$ cat src/rtl/phy_tx_lane_striper_if.sv
// rtl/phy_tx_lane_striper_if.sv - link-layer word input and two-lane PHY output bundle
interface phy_tx_lane_striper_if;
    logic [31:0] data_in;
    logic        valid_in;
    logic        ready_out;
    logic [7:0]  data_out_0;
    logic [7:0]  data_out_1;
    logic        valid_out_0;
    logic        valid_out_1;
    logic        active_out;

    // link-layer side: offers words, watches the lanes
    modport master (
        output data_in,
        output valid_in,
        input  ready_out,
        input  data_out_0,
        input  data_out_1,
        input  valid_out_0,
        input  valid_out_1,
        input  active_out
    );

    // striper side: accepts words, drives the lanes
    modport slave (
        input  data_in,
        input  valid_in,
        output ready_out,
        output data_out_0,
        output data_out_1,
        output valid_out_0,
        output valid_out_1,
        output active_out
    );
endinterface

$ cat src/rtl/phy_tx_lane_striper.sv
// rtl/phy_tx_lane_striper.sv - buffers 32-bit words and stripes them over two byte lanes after COM training
module phy_tx_lane_striper #(
    parameter int         FIFO_DEPTH = 4,
    parameter int         SYNC_COUNT = 8,
    parameter logic [7:0] COM_SYM    = 8'hBC,
    parameter logic [7:0] IDLE_SYM   = 8'h7C
) (
    input  logic                    clk_2f,
    input  logic                    reset,
    phy_tx_lane_striper_if.slave    bus
);

    localparam int PTR_W  = (FIFO_DEPTH > 1) ? $clog2(FIFO_DEPTH) : 1;
    localparam int CNT_W  = $clog2(FIFO_DEPTH + 1);
    localparam int SYNC_W = (SYNC_COUNT > 1) ? $clog2(SYNC_COUNT) : 1;

    typedef enum logic [1:0] {
        SYNC      = 2'd0,
        ACTIVE_HI = 2'd1,
        ACTIVE_LO = 2'd2
    } state_t;

    state_t             r_state;
    state_t             w_state_nxt;

    logic [31:0]        r_mem [FIFO_DEPTH];
    logic [PTR_W-1:0]   r_wr_ptr;
    logic [PTR_W-1:0]   r_rd_ptr;
    logic [CNT_W-1:0]   r_count;
    logic [SYNC_W-1:0]  r_sync_cnt;
    logic [SYNC_W-1:0]  w_sync_cnt_nxt;
    logic [31:0]        r_hold;

    logic [7:0]         r_d0;
    logic [7:0]         r_d1;
    logic               r_valid;
    logic               r_active;

    logic               w_ready;
    logic               w_push;
    logic               w_pop;
    logic [31:0]        w_head;
    logic [7:0]         w_d0_nxt;
    logic [7:0]         w_d1_nxt;
    logic               w_valid_nxt;

    // Space is judged on the current count only; a same-cycle pop never frees a slot early.
    assign w_ready = (r_count != CNT_W'(FIFO_DEPTH));
    assign w_push  = bus.valid_in && w_ready;
    assign w_head  = r_mem[r_rd_ptr];

    assign bus.ready_out   = w_ready;
    assign bus.data_out_0  = r_d0;
    assign bus.data_out_1  = r_d1;
    assign bus.valid_out_0 = r_valid;
    assign bus.valid_out_1 = r_valid;
    assign bus.active_out  = r_active;

    // Word storage: written on accept, no reset needed since the count guards every read.
    always_ff @(posedge clk_2f) begin
        if (w_push) begin
            r_mem[r_wr_ptr] <= bus.data_in;
        end
    end

    // FIFO pointers and occupancy; pointers wrap naturally because depth is a power of two.
    always_ff @(posedge clk_2f or negedge reset) begin
        if (!reset) begin
            r_wr_ptr <= '0;
            r_rd_ptr <= '0;
            r_count  <= '0;
        end else begin
            if (w_push) begin
                r_wr_ptr <= r_wr_ptr + PTR_W'(1);
            end
            if (w_pop) begin
                r_rd_ptr <= r_rd_ptr + PTR_W'(1);
            end
            case ({w_push, w_pop})
                2'b10:   r_count <= r_count + CNT_W'(1);
                2'b01:   r_count <= r_count - CNT_W'(1);
                default: r_count <= r_count;
            endcase
        end
    end

    // Next state and the lane symbols that state produces on the coming edge.
    always_comb begin
        w_state_nxt    = r_state;
        w_sync_cnt_nxt = r_sync_cnt;
        w_pop          = 1'b0;
        w_d0_nxt       = IDLE_SYM;
        w_d1_nxt       = IDLE_SYM;
        w_valid_nxt    = 1'b0;
        case (r_state)
            SYNC: begin
                w_d0_nxt    = COM_SYM;
                w_d1_nxt    = COM_SYM;
                w_valid_nxt = 1'b1;
                if (r_sync_cnt == SYNC_W'(SYNC_COUNT - 1)) begin
                    w_sync_cnt_nxt = '0;
                    w_state_nxt    = ACTIVE_HI;
                end else begin
                    w_sync_cnt_nxt = r_sync_cnt + SYNC_W'(1);
                end
            end
            ACTIVE_HI: begin
                if (r_count != '0) begin
                    w_pop       = 1'b1;
                    w_d0_nxt    = w_head[31:24];
                    w_d1_nxt    = w_head[23:16];
                    w_valid_nxt = 1'b1;
                    w_state_nxt = ACTIVE_LO;
                end
            end
            ACTIVE_LO: begin
                w_d0_nxt    = r_hold[15:8];
                w_d1_nxt    = r_hold[7:0];
                w_valid_nxt = 1'b1;
                w_state_nxt = ACTIVE_HI;
            end
            default: begin
                w_state_nxt = SYNC;
            end
        endcase
    end

    // State, training counter, hold register and registered lane outputs.
    // active_out tracks the state that produced the current lane symbols, so it
    // rises together with the first post-training symbol.
    always_ff @(posedge clk_2f or negedge reset) begin
        if (!reset) begin
            r_state    <= SYNC;
            r_sync_cnt <= '0;
            r_hold     <= '0;
            r_d0       <= 8'h00;
            r_d1       <= 8'h00;
            r_valid    <= 1'b0;
            r_active   <= 1'b0;
        end else begin
            r_state    <= w_state_nxt;
            r_sync_cnt <= w_sync_cnt_nxt;
            if (w_pop) begin
                r_hold <= w_head;
            end
            r_d0       <= w_d0_nxt;
            r_d1       <= w_d1_nxt;
            r_valid    <= w_valid_nxt;
            r_active   <= (r_state != SYNC);
        end
    end

endmodule

$ cat src/flat_wrapper.sv
// flat-port wrapper written by rule: the top's interface ports become plain ports
module phy_tx_lane_striper_flat 
#(
    parameter int         FIFO_DEPTH = 4,
    parameter int         SYNC_COUNT = 8,
    parameter logic [7:0] COM_SYM    = 8'hBC,
    parameter logic [7:0] IDLE_SYM   = 8'h7C
)
  (clk_2f, reset, bus_data_in, bus_valid_in, bus_ready_out, bus_data_out_0, bus_data_out_1, bus_valid_out_0, bus_valid_out_1, bus_active_out);
  phy_tx_lane_striper_if bus_i ();
  input  logic clk_2f;
  input  logic reset;
  input wire logic [$bits(bus_i.data_in)-1:0] bus_data_in;
  input wire logic [$bits(bus_i.valid_in)-1:0] bus_valid_in;
  output wire logic [$bits(bus_i.ready_out)-1:0] bus_ready_out;
  output wire logic [$bits(bus_i.data_out_0)-1:0] bus_data_out_0;
  output wire logic [$bits(bus_i.data_out_1)-1:0] bus_data_out_1;
  output wire logic [$bits(bus_i.valid_out_0)-1:0] bus_valid_out_0;
  output wire logic [$bits(bus_i.valid_out_1)-1:0] bus_valid_out_1;
  output wire logic [$bits(bus_i.active_out)-1:0] bus_active_out;
  assign bus_i.data_in = bus_data_in;
  assign bus_i.valid_in = bus_valid_in;
  assign bus_ready_out = bus_i.ready_out;
  assign bus_data_out_0 = bus_i.data_out_0;
  assign bus_data_out_1 = bus_i.data_out_1;
  assign bus_valid_out_0 = bus_i.valid_out_0;
  assign bus_valid_out_1 = bus_i.valid_out_1;
  assign bus_active_out = bus_i.active_out;
  phy_tx_lane_striper #(.FIFO_DEPTH(FIFO_DEPTH), .SYNC_COUNT(SYNC_COUNT), .COM_SYM(COM_SYM), .IDLE_SYM(IDLE_SYM)) u_core (.clk_2f(clk_2f), .reset(reset), .bus(bus_i));
endmodule
$ cat config.mk
export PLATFORM = sky130hd
export DESIGN_NAME = phy_tx_lane_striper_flat
export DESIGN_NICKNAME = d
export VERILOG_FILES = /design/src/rtl/phy_tx_lane_striper_if.sv /design/src/rtl/phy_tx_lane_striper.sv /design/src/flat_wrapper.sv
export SDC_FILE = /design/constraint.sdc
export NUM_CORES = 1
export LEC_CHECK = 0
export BUFFER_PORTS_ARGS = -buffer_cell sky130_fd_sc_hd__clkbuf_2
export CAP_MARGIN = 20
export CORE_MARGIN = 4
export CORE_UTILIZATION = 45
export DETAILED_ROUTE_END_ITERATION = 10
export HOLD_SLACK_MARGIN = 0.06
export MAX_ROUTING_LAYER = met4
export PLACE_DENSITY_LB_ADDON = 0.12
export SYNTH_ARGS = -nofsm -noshare
export SYNTH_HDL_FRONTEND = slang
export SYNTH_SLANG_ARGS = --single-unit
$ cat constraint.sdc
create_clock -name clk_2f -period 6.1 [get_ports clk_2f]
set_input_delay 0.61 -clock clk_2f [delete_from_list [all_inputs] [get_ports clk_2f]]
set_output_delay 0.61 -clock clk_2f [all_outputs]
set_load 0.02 [all_outputs]
== After elaboration in Yosys (flattened, before gate mapping) ==
Memories as Yosys holds them, arrays and structs flattened.
Cells that the tools add are included.

* Memory bits (writable): 128
* Output and inout port bits: 20
* Register bits: 46
* Word-level logic and storage cells: 45
* Memories: 1

{| class="wikitable"
|+ Memories
! name !! words !! bits a word !! read ports !! clocked after Yosys merged registers in !! write ports !! RTL line !! RTL
|-
| u_core.r_mem || 4 || 32 || 1 || 0 || 1 || phy_tx_lane_striper.sv:26 || <nowiki>logic [31:0] r_mem [FIFO_DEPTH];</nowiki>
|}

* Reduce and logical (&&, ||, !) cells: 7
* Add/subtract/negate cells: 5
* Mux-type cells: 14
* Equality and inequality tests: 8

{| class="wikitable"
|+ Operators with widths
! cell !! count
|-
| 8-bit one-hot mux with 3 select lines || 2
|-
| 8-bit 2-to-1 mux || 2
|-
| 3-bit by 1-bit adder with 3-bit output (second input constant) || 2
|-
| 2-bit one-hot mux with 3 select lines || 1
|-
| 3-bit one-hot mux with 2 select lines || 1
|-
| 2-bit by 1-bit adder with 2-bit output (second input constant) || 2
|-
| 2-bit by 1-bit equality test with 1-bit output (second input constant) || 2
|-
| 2-bit equality test (second input constant) || 2
|-
| 1-bit 2-to-1 mux || 4
|-
| 2-bit 2-to-1 mux || 2
|-
| 2-bit by 1-bit != test with 1-bit output (second input constant) || 2
|-
| 2-bit nonzero test || 2
|-
| 3-bit equality test (second input constant) || 1
|-
| 3-bit 2-to-1 mux || 1
|-
| 3-bit != test (second input constant) || 1
|-
| 3-bit nonzero test || 1
|-
| 3-bit by 1-bit subtractor with 3-bit output (second input constant) || 1
|-
| 2-bit zero test || 1
|-
| 1-bit one-hot mux with 2 select lines || 1
|-
| 2-bit AND reduction || 1
|-
| 2-bit OR reduction || 1
|-
| 1-bit logical AND || 1
|}

== Longest topological paths before layout ==
* Depth after elaboration: 5
* Mapped depth: 10
* Gate-level depth less buffers: 9

== Least setup slack after synthesis ==
No wires, ideal clock.

* Path type: register -> register
* Start: reg u_core.r_count[0]
* End: reg u_core.r_count[2]
* Path slack: 3.977 ns
* Clock period less this slack: 2.123 ns
* Cell stages (with the launch flop): 10
* Data arrival time: 2.044 ns
* Data required time: 6.021 ns
* Cells stage by stage: dfrtp_1 > or3b_4 > and2_4 > inv_1 > ha_1 > inv_1 > fa_1 > xor2_1 > nor2_1 > xor2_1

* Elaborated cells on any way between the ends: 11
* Classes of those cells: 2 x add/sub; 3 x eq/ne; 3 x mux; 3 x reduce/logical

{| class="wikitable"
|+ RTL lines
! element !! RTL line !! RTL
|-
| start, declared || phy_tx_lane_striper.sv:29 || <nowiki>logic [CNT_W-1:0] r_count;</nowiki>
|-
| start signal, assigned || phy_tx_lane_striper.sv:80 || <nowiki>2'b10: r_count <= r_count + CNT_W'(1);</nowiki>
|-
| start signal, assigned || phy_tx_lane_striper.sv:81 || <nowiki>2'b01: r_count <= r_count - CNT_W'(1);</nowiki>
|-
| start signal, assigned || phy_tx_lane_striper.sv:82 || <nowiki>default: r_count <= r_count;</nowiki>
|-
| 3-bit != test * || phy_tx_lane_striper.sv:48 || <nowiki>assign w_ready = (r_count != CNT_W'(FIFO_DEPTH));</nowiki>
|-
| named net bus_ready_out || flat_wrapper.sv:15 || <nowiki>output wire logic [$bits(bus_i.ready_out)-1:0] bus_ready_out;</nowiki>
|-
| 1-bit logical AND * || phy_tx_lane_striper.sv:49 || <nowiki>assign w_push = bus.valid_in && w_ready;</nowiki>
|-
| 2-bit by 1-bit equality test with 1-bit output or 2-bit equality test (tied branches) || phy_tx_lane_striper.sv:79 || <nowiki>case ({w_push, w_pop})</nowiki>
|-
| 3-bit one-hot mux with 2 select lines or 2-bit nonzero test (tied branches) || - ||
|}

Mark *: on every way through the listed nets, which the timed path passes. The rest lies on a longest branch.
A chain may end at the register's enable or synchronous reset.

== Final worst setup path ==
* Start: reg u_core.r_state[0]
* End: reg u_core.r_count[2]

* Cells in the longest elaborated chain, start to end: 4
* Elaborated cells on any way between the ends: 6
* Classes of those cells: 3 x eq/ne; 2 x mux; 1 x reduce/logical

{| class="wikitable"
|+ RTL lines
! element !! RTL line !! RTL
|-
| start, declared || phy_tx_lane_striper.sv:23 || <nowiki>state_t r_state;</nowiki>
|-
| start signal, assigned || phy_tx_lane_striper.sv:141 || <nowiki>r_state <= w_state_nxt;</nowiki>
|-
| 2-bit by 1-bit equality test with 1-bit output * || phy_tx_lane_striper.sv:95 || <nowiki>case (r_state)</nowiki>
|-
| 1-bit 2-to-1 mux * || phy_tx_lane_striper.sv:95 ||
|-
| 2-bit by 1-bit equality test with 1-bit output or 2-bit equality test (tied branches) || phy_tx_lane_striper.sv:79 ||
|-
| 3-bit one-hot mux with 2 select lines or 2-bit nonzero test (tied branches) || - ||
|}

Every way passes the cells marked *; elsewhere a longest branch is shown, timed or not.

==> flow_summary.json <==
{
  "status": "finished, final reports clean",
  "rr_endpoint": "u_core.r_count[2]$_DFFE_PN0P_",
  "finalWirelength_um": 11500,
  "setup_violations": 0,
  "pin_count": 55,
  "netlist_area_um2": 6620,
  "end_kind": "flip-flop",
  "hold_viol_final": 0,
  "drive_above_1_share_pct": 36.8,
  "fmax_ghz": 0.359,
  "core_um2": 14500,
  "cts_max_level": 4,
  "via_count": 2936,
  "cts_setup_buffers": 0,
  "hold_class": "input pin to async pin",
  "arrival_ns": 3.14,
  "cts_buffers": 17,
  "placementRows": 44,
  "ys_seq_elements": 174,
  "yosysMostFrequentCell": "edfxtp_1",
  "async_flop_share_pct": 26.4,
  "rrSetupSlack_ns": 3.31,
  "cts_buffer_depth": 2,
  "synthFlopType": "edfxtp_1",
  "overflow": 0,
  "grt_use_met1_pct": 20.8,
  "cp_max_fo": 21,
  "worst_pin_slew_ns": 0.676,
  "clk_pin_slew_ns": 0.07,
  "use_met3_pct": 4.08,
  "use_met2_pct": 23.3,
  "vias_per_cell": 5.15,
  "ys_warn_count": 0,
  "finalNetCount": 416,
  "min_period_over_period_pct": 45.7,
  "fillers": 1151,
  "drt.antenna.violating_nets": 0,
  "leakagePower_nw": 2.85,
  "dr.first_iter.drc_count": 151,
  "synth_commonest_cells": "edfxtp_1, dfrtp_1, mux4_2",
  "r2r_cells": 9,
  "synth_top_area_share_pct": 58.1,
  "grt_pass1_wl_um": 18300,
  "die_h_um": 129,
  "min_period_ns": 2.79,
  "cp-start-kind": "flip-flop",
  "drc_errors": 0,
  "worst_skew_pair.late_latency_ns": 0.43,
  "cts_root_buffer": "clkbuf_16",
  "initial_core_util_pct": 45.7,
  "critPathKind": "flip-flop to flip-flop",
  "ir_drop_mv": 0.232,
  "cts_resized": 0,
  "dp_hpwl_um": 6700,
  "cts_tree": "yes",
  "die_area_um2": 16700,
  "syn_area_per_cell_um2": 21.5,
  "power.density_nw_per_um2": 502,
  "cp_data_required_time_ns": 6.45,
  "syn_inst": 308,
  "synth_top_area_cell": "edfxtp_1",
  "grt_max_degree": 47,
  "grt_busiest_layer": "met2",
  "synth_edf_count": 128,
  "reg2reg_from": "u_core.r_state[0]$_DFFE_PN0P_",
  "p_total_mw": 3.84,
  "area_delta_synth_final_pct": 15.5,
  "wl_per_cell_um": 20.1,
  "io_buffers": 54,
  "drv_slew": 0,
  "gp_congestion": 0.723,
  "synth_cell_types": 38,
  "rsz0062_at_grt": "false",
  "cts-hold-fix-buffers": 0,
  "synth_nets": 351,
  "antenna_found_initial": 0,
  "clock-sinks": 174,
  "setup_tns_ns": 0,
  "grt_use_total_pct": 15.7,
  "slew_headroom_pct": 54.9,
  "first_global_vias": 3249,
  "maxCapViolCount": 0,
  "fin_worst_skew_ns": 0.00591,
  "yosysSeqAreaShare_pct": 75.5,
  "antennaDiodeCount": 0,
  "die_w_um": 129,
  "synth.area.top_cells": "edfxtp_1, dfrtp_1, mux4_2",
  "dr.pass1.iters": 4
}
cell families after synthesis:
| kind of cell | share of synthesized area (%) |
|---|---|
| DFF | 75.5 |
| muxes | 15.0 |
| buffers and inverters | 2.63 |
| AOI/OAI and AO/OA | 2.63 |
| and+or+nand+nor | 1.87 |
| adders and majority gates | 1.63 |
| xor gates and xnor gates | 0.794 |
flip-flops by register name, indices dropped and copies added (netlist names):
register and flops:
u_core.r_sync_cnt 3, u_core.r_state 2, u_core.bus.active_out 1, u_core.r_wr_ptr 2
u_core.r_hold 16, u_core.r_mem 128, u_core.bus.data_out_0 8, u_core.r_rd_ptr 2
u_core.bus.valid_out_0 1, u_core.bus.data_out_1 8, u_core.r_count 3
placed cells by master (no fill, tap or decap), types with 2 or more instances in the layout:
cell	count
and3_1	4
xor2_1	2
mux4_2	27
nand2b_1	2
inv_1	13
nor3_1	2
clkinv_4	3
mux4_1	5
a22o_1	4
dfrtp_1	45
clkbuf_2	54
clkinvlp_4	2
nand3_1	3
mux2_2	3
nor2b_1	2
o21ai_0	2
ha_1	7
edfxtp_1	128
a221oi_1	2
mux2_4	13
clkbuf_16	20
o22a_1	8
xnor2_1	4
a221o_1	2
buf_4	7
nor2_1	3
clkinv_2	4
area by class of cell:
cell class | instances | area, µm² | share of cell area [%]
Sequential cell | 174 | 5000 | 65.4
Multi-Input combinational cell | 105 | 1450 | 18.9
Clock buffer | 21 | 514 | 6.73
Timing Repair Buffer | 61 | 323 | 4.23
Tap cell | 184 | 230 | 3.01
Clock inverter | 11 | 76.3 | 0.999
Inverter | 14 | 52.6 | 0.688
worst max path at each step:
stage / startpoint / endpoint / slack, ns
floorplan: u_core.r_count[0]$_DFFE_PN0P_ / u_core.r_count[2]$_DFFE_PN0P_ / 3.98
global placement: u_core.r_state[0]$_DFFE_PN0P_ / u_core.r_count[2]$_DFFE_PN0P_ / 3.39
detailed placement: u_core.r_state[0]$_DFFE_PN0P_ / u_core.r_count[2]$_DFFE_PN0P_ / 3.29
CTS: u_core.r_state[0]$_DFFE_PN0P_ / u_core.r_count[2]$_DFFE_PN0P_ / 3.27
global route: u_core.r_state[0]$_DFFE_PN0P_ / u_core.r_count[2]$_DFFE_PN0P_ / 3.06
finish: u_core.r_state[0]$_DFFE_PN0P_ / u_core.r_count[2]$_DFFE_PN0P_ / 3.31
metal layers:
metal / share of wire [%] / vias up
li1: - / 1356
met1: 46 / 1515
met2: 49 / 50
met3: 3.4 / 15
met4: 1.7 / 0
met5: 0 / -
worst max-delay path: stages, from the launching register on:
cell and delay (ns):
dfrtp_1 0.52, nor2b_1 0.32, nand2_2 0.25, inv_2 0.50, ha_1 0.29, inv_1 0.06
fa_1 0.37, xor2_1 0.15, nor2_1 0.11, xor2_1 0.15
stage by stage:
stage                     hold WS, ns  instance area (µm²)  setup WS, ns  cells  utilization [%]
after floorplan                 0.314                 6620          3.98    308                -
after global placement          0.489                 7050          3.39    538             48.7
after detailed placement        0.477                 7050          3.29    538             48.7
after CTS                       0.282                 7640          3.27    570             52.8
after global routing            0.330                 7640          3.06    570             52.8
final                           0.275                 7640          3.31    570             52.8
power by group:
part,switching (mW),internal (mW)
logic,0.507,0.510
clock network,0.442,0.605
registers,0.166,1.61
total,1.11,2.72
Note: power is estimated with default switching activity, not from simulation.
